<file path="config.mk">
export PLATFORM = sky130hd
export DESIGN_NAME = mem_port_arbiter_flat
export DESIGN_NICKNAME = d
export VERILOG_FILES = /design/src/rtl/mem_port_arbiter_if.sv /design/src/rtl/mem_port_arbiter.sv /design/src/flat_wrapper.sv
export SDC_FILE = /design/constraint.sdc
export NUM_CORES = 1
export LEC_CHECK = 0
export CAP_MARGIN = 5
export CORE_AREA = 2 2 102 104
export DETAILED_ROUTE_END_ITERATION = 16
export DIE_AREA = 0 0 104 106
export PLACE_DENSITY = 0.68
export SLEW_MARGIN = 20
export SYNTH_ARGS = -nofsm -noshare
export SYNTH_HDL_FRONTEND = slang
export SYNTH_SLANG_ARGS = --single-unit
</file>
<file path="constraint.sdc">
create_clock -name clk -period 1.9 [get_ports clk]
set_input_delay 0.475 -clock clk [delete_from_list [all_inputs] [get_ports clk]]
set_output_delay 0.475 -clock clk [all_outputs]
set_load 0.03 [all_outputs]
</file>
<file path="src/rtl/mem_port_arbiter_if.sv">
// mem_port_arbiter_if: request/response channels for IF and D plus the shared RAM port.
interface mem_port_arbiter_if #(parameter int XLEN = 32);
  logic            if_req_valid;
  logic            if_req_ready;
  logic [XLEN-1:0] if_addr;
  logic            if_resp_valid;
  logic [XLEN-1:0] if_resp_data;
  logic            d_req_valid;
  logic            d_req_ready;
  logic            d_we;
  logic [XLEN-1:0] d_addr;
  logic [XLEN-1:0] d_wdata;
  logic            d_resp_valid;
  logic [XLEN-1:0] d_resp_data;
  logic            mem_en;
  logic            mem_we;
  logic [XLEN-1:0] mem_addr;
  logic [XLEN-1:0] mem_wdata;
  logic [XLEN-1:0] mem_rdata;
  modport slave (
    input  if_req_valid, if_addr, d_req_valid, d_we, d_addr, d_wdata, mem_rdata,
    output if_req_ready, if_resp_valid, if_resp_data, d_req_ready, d_resp_valid, d_resp_data,
           mem_en, mem_we, mem_addr, mem_wdata
  );
  modport master (
    output if_req_valid, if_addr, d_req_valid, d_we, d_addr, d_wdata, mem_rdata,
    input  if_req_ready, if_resp_valid, if_resp_data, d_req_ready, d_resp_valid, d_resp_data,
           mem_en, mem_we, mem_addr, mem_wdata
  );
endinterface

</file>
<file path="src/rtl/mem_port_arbiter.sv">
// mem_port_arbiter: shares one 1-cycle-latency RAM port between fetch and data, D-priority with IF starvation guard.
module mem_port_arbiter #(
  parameter int XLEN         = 32,
  parameter int STARVE_LIMIT = 4
) (
  input logic clk,
  input logic rst,
  mem_port_arbiter_if.slave bus
);
  typedef enum logic {OWN_IF, OWN_D} owner_e;
  localparam logic [3:0] LIMIT = 4'(STARVE_LIMIT);
  logic       if_gnt, d_gnt;
  logic [3:0] starve_cnt_q, starve_cnt_d;
  logic       resp_pend_q, resp_pend_d;
  owner_e     resp_owner_q, resp_owner_d;
  logic       resp_wr_q, resp_wr_d;
  always_comb begin
    d_gnt        = !rst && bus.d_req_valid && !(bus.if_req_valid && starve_cnt_q == LIMIT);
    if_gnt       = !rst && bus.if_req_valid && !d_gnt;
    starve_cnt_d = (!bus.if_req_valid || if_gnt) ? 4'd0 :
                   (d_gnt && starve_cnt_q != LIMIT) ? starve_cnt_q + 4'd1 : starve_cnt_q;
    resp_pend_d  = if_gnt || d_gnt;
    resp_owner_d = d_gnt ? OWN_D : OWN_IF;
    resp_wr_d    = d_gnt && bus.d_we;
  end
  assign bus.if_req_ready  = if_gnt;
  assign bus.d_req_ready   = d_gnt;
  assign bus.mem_en        = if_gnt || d_gnt;
  assign bus.mem_we        = d_gnt && bus.d_we;
  assign bus.mem_addr      = if_gnt ? bus.if_addr : d_gnt ? bus.d_addr : {XLEN{1'b0}};
  assign bus.mem_wdata     = d_gnt ? bus.d_wdata : {XLEN{1'b0}};
  // Responses come straight from the RAM output; stores acknowledge with zero data.
  assign bus.if_resp_valid = resp_pend_q && resp_owner_q == OWN_IF;
  assign bus.if_resp_data  = bus.if_resp_valid ? bus.mem_rdata : {XLEN{1'b0}};
  assign bus.d_resp_valid  = resp_pend_q && resp_owner_q == OWN_D;
  assign bus.d_resp_data   = (bus.d_resp_valid && !resp_wr_q) ? bus.mem_rdata : {XLEN{1'b0}};
  always_ff @(posedge clk or posedge rst) begin
    if (rst) begin
      starve_cnt_q <= 4'd0;
      resp_pend_q  <= 1'b0;
      resp_owner_q <= OWN_IF;
      resp_wr_q    <= 1'b0;
    end else begin
      starve_cnt_q <= starve_cnt_d;
      resp_pend_q  <= resp_pend_d;
      resp_owner_q <= resp_owner_d;
      resp_wr_q    <= resp_wr_d;
    end
  end
endmodule

</file>
<file path="src/flat_wrapper.sv">
// flat-port wrapper written by rule: the top's interface ports become plain ports
module mem_port_arbiter_flat 
#(
  parameter int XLEN         = 32,
  parameter int STARVE_LIMIT = 4
)
  (clk, rst, bus_if_req_valid, bus_if_addr, bus_d_req_valid, bus_d_we, bus_d_addr, bus_d_wdata, bus_mem_rdata, bus_if_req_ready, bus_if_resp_valid, bus_if_resp_data, bus_d_req_ready, bus_d_resp_valid, bus_d_resp_data, bus_mem_en, bus_mem_we, bus_mem_addr, bus_mem_wdata);
  mem_port_arbiter_if #(.XLEN(XLEN)) bus_i ();
  input logic clk;
  input logic rst;
  input wire logic [$bits(bus_i.if_req_valid)-1:0] bus_if_req_valid;
  input wire logic [$bits(bus_i.if_addr)-1:0] bus_if_addr;
  input wire logic [$bits(bus_i.d_req_valid)-1:0] bus_d_req_valid;
  input wire logic [$bits(bus_i.d_we)-1:0] bus_d_we;
  input wire logic [$bits(bus_i.d_addr)-1:0] bus_d_addr;
  input wire logic [$bits(bus_i.d_wdata)-1:0] bus_d_wdata;
  input wire logic [$bits(bus_i.mem_rdata)-1:0] bus_mem_rdata;
  output wire logic [$bits(bus_i.if_req_ready)-1:0] bus_if_req_ready;
  output wire logic [$bits(bus_i.if_resp_valid)-1:0] bus_if_resp_valid;
  output wire logic [$bits(bus_i.if_resp_data)-1:0] bus_if_resp_data;
  output wire logic [$bits(bus_i.d_req_ready)-1:0] bus_d_req_ready;
  output wire logic [$bits(bus_i.d_resp_valid)-1:0] bus_d_resp_valid;
  output wire logic [$bits(bus_i.d_resp_data)-1:0] bus_d_resp_data;
  output wire logic [$bits(bus_i.mem_en)-1:0] bus_mem_en;
  output wire logic [$bits(bus_i.mem_we)-1:0] bus_mem_we;
  output wire logic [$bits(bus_i.mem_addr)-1:0] bus_mem_addr;
  output wire logic [$bits(bus_i.mem_wdata)-1:0] bus_mem_wdata;
  assign bus_i.if_req_valid = bus_if_req_valid;
  assign bus_i.if_addr = bus_if_addr;
  assign bus_i.d_req_valid = bus_d_req_valid;
  assign bus_i.d_we = bus_d_we;
  assign bus_i.d_addr = bus_d_addr;
  assign bus_i.d_wdata = bus_d_wdata;
  assign bus_i.mem_rdata = bus_mem_rdata;
  assign bus_if_req_ready = bus_i.if_req_ready;
  assign bus_if_resp_valid = bus_i.if_resp_valid;
  assign bus_if_resp_data = bus_i.if_resp_data;
  assign bus_d_req_ready = bus_i.d_req_ready;
  assign bus_d_resp_valid = bus_i.d_resp_valid;
  assign bus_d_resp_data = bus_i.d_resp_data;
  assign bus_mem_en = bus_i.mem_en;
  assign bus_mem_we = bus_i.mem_we;
  assign bus_mem_addr = bus_i.mem_addr;
  assign bus_mem_wdata = bus_i.mem_wdata;
  mem_port_arbiter #(.XLEN(XLEN), .STARVE_LIMIT(STARVE_LIMIT)) u_core (.clk(clk), .rst(rst), .bus(bus_i));
endmodule
</file>
==> results of run 1 <==
cell usage in the layout (no fill, tap or decap), types with 5 or more instances in the layout:
master,instances
buf_12,16
dfrtp_1,7
a22o_4,29
and2_1,32
clkdlybuf4s50_1,130
clkbuf_16,5
buf_6,92
and2_4,65
buf_4,47
cells in the mapped netlist:
cell,n,share of area (%)
and3b_1,1,0.63
nand3_1,3,1.1
a22o_1,32,20
nor4bb_1,1,0.72
nand3b_4,1,1.4
inv_1,4,1.1
o211a_1,1,0.72
buf_6,8,6.5
dfrtp_1,7,13
and2_1,98,44
o21ai_0,2,0.72
a311o_1,1,0.72
nand2_1,1,0.27
ha_1,2,1.8
and3_1,1,0.45
nor2b_1,2,0.91
nor2_1,2,0.54
a31oi_1,1,0.45
nand3b_1,1,0.54
a211oi_4,1,1.4
clkbuf_1,8,2.2
a21oi_1,1,0.36
state kept, by name (all words and copies together), names as in the netlist:
signal               flops
u_core.starve_cnt_q      4
u_core.resp_owner_q      1
u_core.resp_wr_q         1
u_core.resp_pend_q       1
layer usage:
metal	vias up	wire, microns	global-route usage [%]
li1	1181	-	-
met4	0	22	1.74
met2	154	5110	29.5
met3	2	840	3.43
met1	1120	3200	14.0
met5	-	0	0
per-stage QoR:
| stage | utilization [%] | instances | area, sq um | setup WS, ns |
|---|---|---|---|---|
| 2_1_floorplan | - | 179 | 1750 | -0.0712 |
| 3_3_place_gp | 44.7 | 585 | 4470 | -0.515 |
| 3_5_place_dp | 44.7 | 585 | 4470 | -0.563 |
| 4_1_cts | 48.2 | 593 | 4820 | -0.374 |
| 5_1_grt | 51.8 | 601 | 5180 | -0.439 |
| 6_report | 51.8 | 601 | 5180 | -0.387 |
cell families after synthesis:
family / synth area share, %
adders and majority gates: 1.81
and+or+nand+nor: 51.0
buffers and inverters: 9.78
DFF: 12.7
AOI/OAI and AO/OA: 24.7
tightest hold or removal path, cell delays in order:
cell	delay, ns
dlygate4sd2_1	0.28
inv_1	0.10
buf_4	0.17
how the worst max path moves through the flow:
stage	from	depth (start not counted)	slack [ns]	end
6_report	u_core.starve_cnt_q[0]	7	-0.39	bus_mem_addr[23]
5_1_grt	u_core.starve_cnt_q[1]	8	-0.44	bus_mem_addr[1]
4_1_cts	u_core.starve_cnt_q[1]	8	-0.37	bus_mem_addr[9]
3_5_place_dp	bus_if_req_valid	6	-0.56	bus_mem_addr[0]
3_3_place_gp	bus_if_req_valid	6	-0.51	bus_mem_addr[31]
2_1_floorplan	u_core.starve_cnt_q[1]	7	-0.07	bus_mem_addr[10]
what timing repair did:
action | 4_1_cts | 5_1_grt
gates cloned | 3 | 6
setup endpoints to repair | 100 | 98
pin swaps | 3 | 44
buffers inserted | 1 | 2
gates resized for setup | 69 | 83
hold buffers | 0 | 0
power breakdown:
group,internal [mW],total [mW],leakage [nW],switching [mW]
Clock,0.145,0.213,0.0228,0.0672
Sequential,0.156,0.160,0.0938,0.00384
Combinational,0.680,1.20,2.31,0.517
Total,0.981,1.57,2.42,0.588
cell type report:
class                      count  area (sq um)  share of cell area (%)
sequential                     7           175                    3.38
tap                          136           170                    3.28
clock buffer                   4          45.0                   0.869
timing repair buffer         298          3260                    62.9
inverter                       4          15.0                   0.290
multi-input combinational    152          1520                    29.3
==> impl_results.md, run 1 <==
* Worst hold path type: in -> async
* Cell chosen for the clock root: clkbuf_8
* Reg-to-Reg Start: u_core.starve_cnt_q[0]
* Worst Clk Skew at roughly 0.0019 ns
* Period utilisation layout at 120%
* Detailed Route WL at 9180 microns
* Slowest CP cell: dfrtp_1
* Gr ovfl total at 0
* Yosys warning total at 0
* Num rows at 37
* Die width at approximately 100 microns
* Share of cells above drive strength 1 at roughly three fifths
* Flops & latches, synth at 7
* H-tree depth at 1
* Maximum clock rate at 437 MHz
* Number of global-route vias before repair at roughly 2500
* Mapped cell area at roughly 0.0014 sq mm
* Pins Over Slew Limit at 0
* Min Clock Period, post-route at between 2 and 2.5 ns
* Pwr per Cell Area at ~300 mW/mm^2
* Syn Area/Cell at approximately 7.7 sq um
* Crit. End Element: output port
* Setup Crit Path Kind: reg -> out
* Post-synthesis cell count at 179
* GRT Total Usage at between 10% and 20%
* Worst-margin pin slew at between 0.3 and 0.4 ns
* Worst-path clk slew at about 0.040 ns
* # setup viols final at between 60 and 70
* Failing checks: setup timing
* DRC Markers at 0
* CTS tree: done
* Router iterations before antenna repair at 3
* Critical path startpoint category: register
* CTS sink count at 7
* Routed Antenna Nets at 0
* Worst-path fanout max at 8
* Final Power at 1.57 mW
* Setup ws final at -0.387 ns
* Max transition margin at ~77%
* I/O pin cnt at roughly 270
* Clock buffer depth at 2
* Setup_tns at -21.70 ns
* Chip height at 106 microns
* Clock Latency Late Sink at between 0.2 and 0.25 ns
* CTS buffer count at 3
* CP bufs+invs at 3
* DPL Wire Length at 7060 microns
* Critical Path AT at approximately 1.8 ns
* Syn Nets at about 310
* First-pass GRT wire length at between 10000 and 15000 microns
* Die area at 0.0110 sq mm
* Hold_ws at approximately 0.47 ns
* Status: complete, but fails checks
* Initial Util at 13.8%
* Initial antenna violation count at 0
* Worst path max stage delay at about 0.4 ns
* Via Count at 2457
* Sequential area share after synthesis at ~13%
* 1st-iter DRT viols at 31
* R2R Setup Slk at around 0.28 ns
* Reg2reg end: u_core.resp_wr_q
* Worst vdd ir at 181 uV
* Antenna cells at 0
* Yosys cell types at 22
* IO buf count at 266
* Maxcap violations at 0
* LEAKAGE at around 2.4 nW
* WL/cell at ~15 microns
* Required @ worst endpoint at roughly 1.4 ns
* Core Region at approximately 0.01 sq mm
* Final hold vios at 0
* Final GP Congestion at about 0.77
* Crit-path cells: inv_2 > ha_4 > nand3b_4 > o211a_4 > clkbuf_16 > a22o_4 > buf_6
* Crit-path leading delay family: compound AO/OA/AOI/OAI gates
* Area delta synth->final at 275%
* Fillcell total at roughly 900
* Largest net degree at the start of global routing at 34
* DR vias/cell at 4.09
* Final #Nets at about 600
* Unrepaired setup endpoints after global routing: true
* Worst-case reg-to-reg path depth at 7
No activity file was read; power rests on OpenSTA's default activity.
==> run 2, diff against run 1 <==
Settings changed: CORE_AREA 2 2 102 104 to 4 4 101 103, DIE_AREA 0 0 104 106 to 0 0 105 107, PLACE_DENSITY 0.68 to 0.72.
==> impl_results.md, run 2 (synthesis gave the netlist of run 1 again) <==
* Flip-flop count of the largest register after layout at 4
* Via Count at around 2500
* Worst-path fanout max at 7
* Min Clock Period, post-route at between 2 and 2.5 ns
* Worst path max stage delay at 0.39 ns
* Register bank with the most flops: u_core.starve_cnt_q
* Worst vdd ir at 157 uV
* CTS buffer count at 3
* Crit. End Element: output port
* Area delta synth->final at 281%
* Clock Latency Late Sink at 0.23 ns
* Initial Util at between 15 and 20%
* 1st-iter DRT viols at 55
* Die area at ~0.011 sq mm
* Pins Over Slew Limit at 0
* Final hold vios at 0
* Worst hold path type: in -> async
* Slowest CP cell: dfrtp_1
* Cell chosen for the clock root: clkbuf_8
* Core Region at a little over 0.009 sq mm
* CTS sink count at 7
* First-pass GRT wire length at roughly 13000 microns
* Number of global-route vias before repair at roughly 2500
* Reg2reg end: u_core.resp_wr_q
* Critical path startpoint category: register
* Required @ worst endpoint at between 1 and 1.5 ns
* Maximum clock rate at 430 MHz
* Crit-path cells: inv_2 > ha_4 > nand3b_4 > a211oi_4 > buf_6 > clkbuf_16 > a22o_4 > buf_6
* LEAKAGE at 2.50 nW
* Worst slack at placement at -0.546 ns
* GRT Total Usage at 14.9%
* Gr ovfl total at 0
* Maxcap violations at 0
* DPL Wire Length at 7930 microns
* Chip height at about 110 microns
* Most Frequent Cell on Critical Path: buf_6
* Logic pwr share at ~77%
* Switching power at roughly 0.6 mW
* R2R Setup Slk at 0.26 ns
* Die width at 105 microns
* Num rows at 35
* IO buf count at between 200 and 300
* DR vias/cell at about 4.3
* Switching Share at 37.3%
* Setup Crit Path Kind: reg -> out
* Critical Path AT at 1.85 ns
* Detailed Route WL at 10100 microns
* Fillcell total at between 700 and 800
* WL/cell at roughly 17 microns
* DRC Markers at 0
* Reg power frac at about 9.9%
* Routed Antenna Nets at 0
* Quantity of hold-fixing buffers added after cts at 0
* Final #Nets at roughly 610
* Max transition margin at about 77%
* Worst Clk Skew at 0.00665 ns
* I/O pin cnt at approximately 270
* Most frequent cells in the layout: clkdlybuf4s50_1 (129), buf_6 (86), and2_4 (68)
* H-tree depth at 1
* Worst-margin pin slew at roughly 0.35 ns
* Status: complete, but fails checks
* Router iterations before antenna repair at 4
* Worst-path clk slew at about 0.040 ns
* Share of cells above drive strength 1 at between 50% and 60%
* Clock network fraction of total power at 13.1%
* Final GP Congestion at 0.731
* Pwr per Cell Area at between 300 and 400 mW/mm^2
* Largest net degree at the start of global routing at 29
* CTS tree: done
* Period utilisation layout at 122%
* # setup viols final at 74
* Commonest non-fill, non-tap cell in the layout: clkdlybuf4s50_1
* Unrepaired setup endpoints after global routing: true
* Reg-to-Reg Start: u_core.starve_cnt_q[1]
* Worst-case reg-to-reg path depth at 7
* Hold_ws at ~0.46 ns
* P_int at just over 1 mW
* Initial antenna violation count at 0
* Antenna cells at 0
* Setup ws final at -0.425 ns
* Clock buffer depth at 2
* Failing checks: setup timing
## run 2: cell types whose count changed in the layout (fill, tap and decap cells not counted), sizes merged
| cell | change |
|---|---|
| buf | +5 |
| clkbuf | +1 |
| clkdlybuf4s50 | -1 |
| dlymetal6s2s | +1 |
## run 2: final cells by class
cell class	instances	area, sq um	share of cell area (%)
Multi-Input combinational cell	152	1550	29.4
Sequential cell	7	175	3.32
Clock buffer	4	45.0	0.855
Timing Repair Buffer	304	3350	63.5
Inverter	4	15.0	0.285
Tap cell	111	139	2.64
## run 2: worst max-delay path: cells and delay by family (launching register included)
kind | cells | cell delay, ns
AO/OA/AOI/OAI | 2 | 0.48
adder cells (fa/ha/maj) | 1 | 0.14
buffers and inverters | 4 | 0.52
flip-flops | 1 | 0.39
AND/OR/NAND/NOR | 1 | 0.10
## run 2: power groups by stage
stage | combinational, mW | clock [mW] | sequential [mW]
6_report | 1.24 | 0.210 | 0.160
5_1_grt | 1.29 | 0.221 | 0.160
4_1_cts | 1.14 | 0.217 | 0.160
3_5_place_dp | 1.09 | 0 | 0.161
3_3_place_gp | 1.08 | 0 | 0.161
2_1_floorplan | 0.494 | 0 | 0.161
## run 2: metal layers
layer	part of all wire [%]	GRT usage [%]	vias to the layer above
li1	-	-	1195
met1	34	15.0	1142
met2	55	29.4	160
met3	10	5.60	4
met4	0.56	2.53	0
met5	0	0	-
## run 2: worst max path at each step
| stage | from | to | slack (ns) | cells after the start |
|---|---|---|---|---|
| finish | u_core.starve_cnt_q[1] | bus_mem_addr[24] | -0.43 | 8 |
| global route | u_core.starve_cnt_q[1] | bus_mem_addr[15] | -0.50 | 8 |
| CTS | u_core.starve_cnt_q[1] | bus_mem_addr[6] | -0.41 | 8 |
| detailed placement | bus_if_req_valid | bus_mem_addr[16] | -0.55 | 6 |
| global placement | bus_if_req_valid | bus_mem_addr[16] | -0.52 | 6 |
| floorplan | u_core.starve_cnt_q[1] | bus_mem_addr[10] | -0.07 | 7 |
## run 2: repair_timing
action                                  CTS  global route
pin swaps                                 3            65
buffers inserted                          2             5
endpoints found under the setup margin  100           125
gates resized for setup                  46           110
gates cloned                              3             8
## run 2: metrics by stage
stage	cells	area [sq um]	setup TNS, ns	power (mW)	util, %
3_3_place_gp	562	4500	-32.24	1.24	48.9
6_report	582	5270	-23.99	1.61	57.3
2_1_floorplan	179	1750	-1.80	0.655	-
3_5_place_dp	562	4500	-32.80	1.25	48.9
5_1_grt	582	5270	-30.41	1.67	57.3
4_1_cts	571	4790	-22.86	1.52	52.1
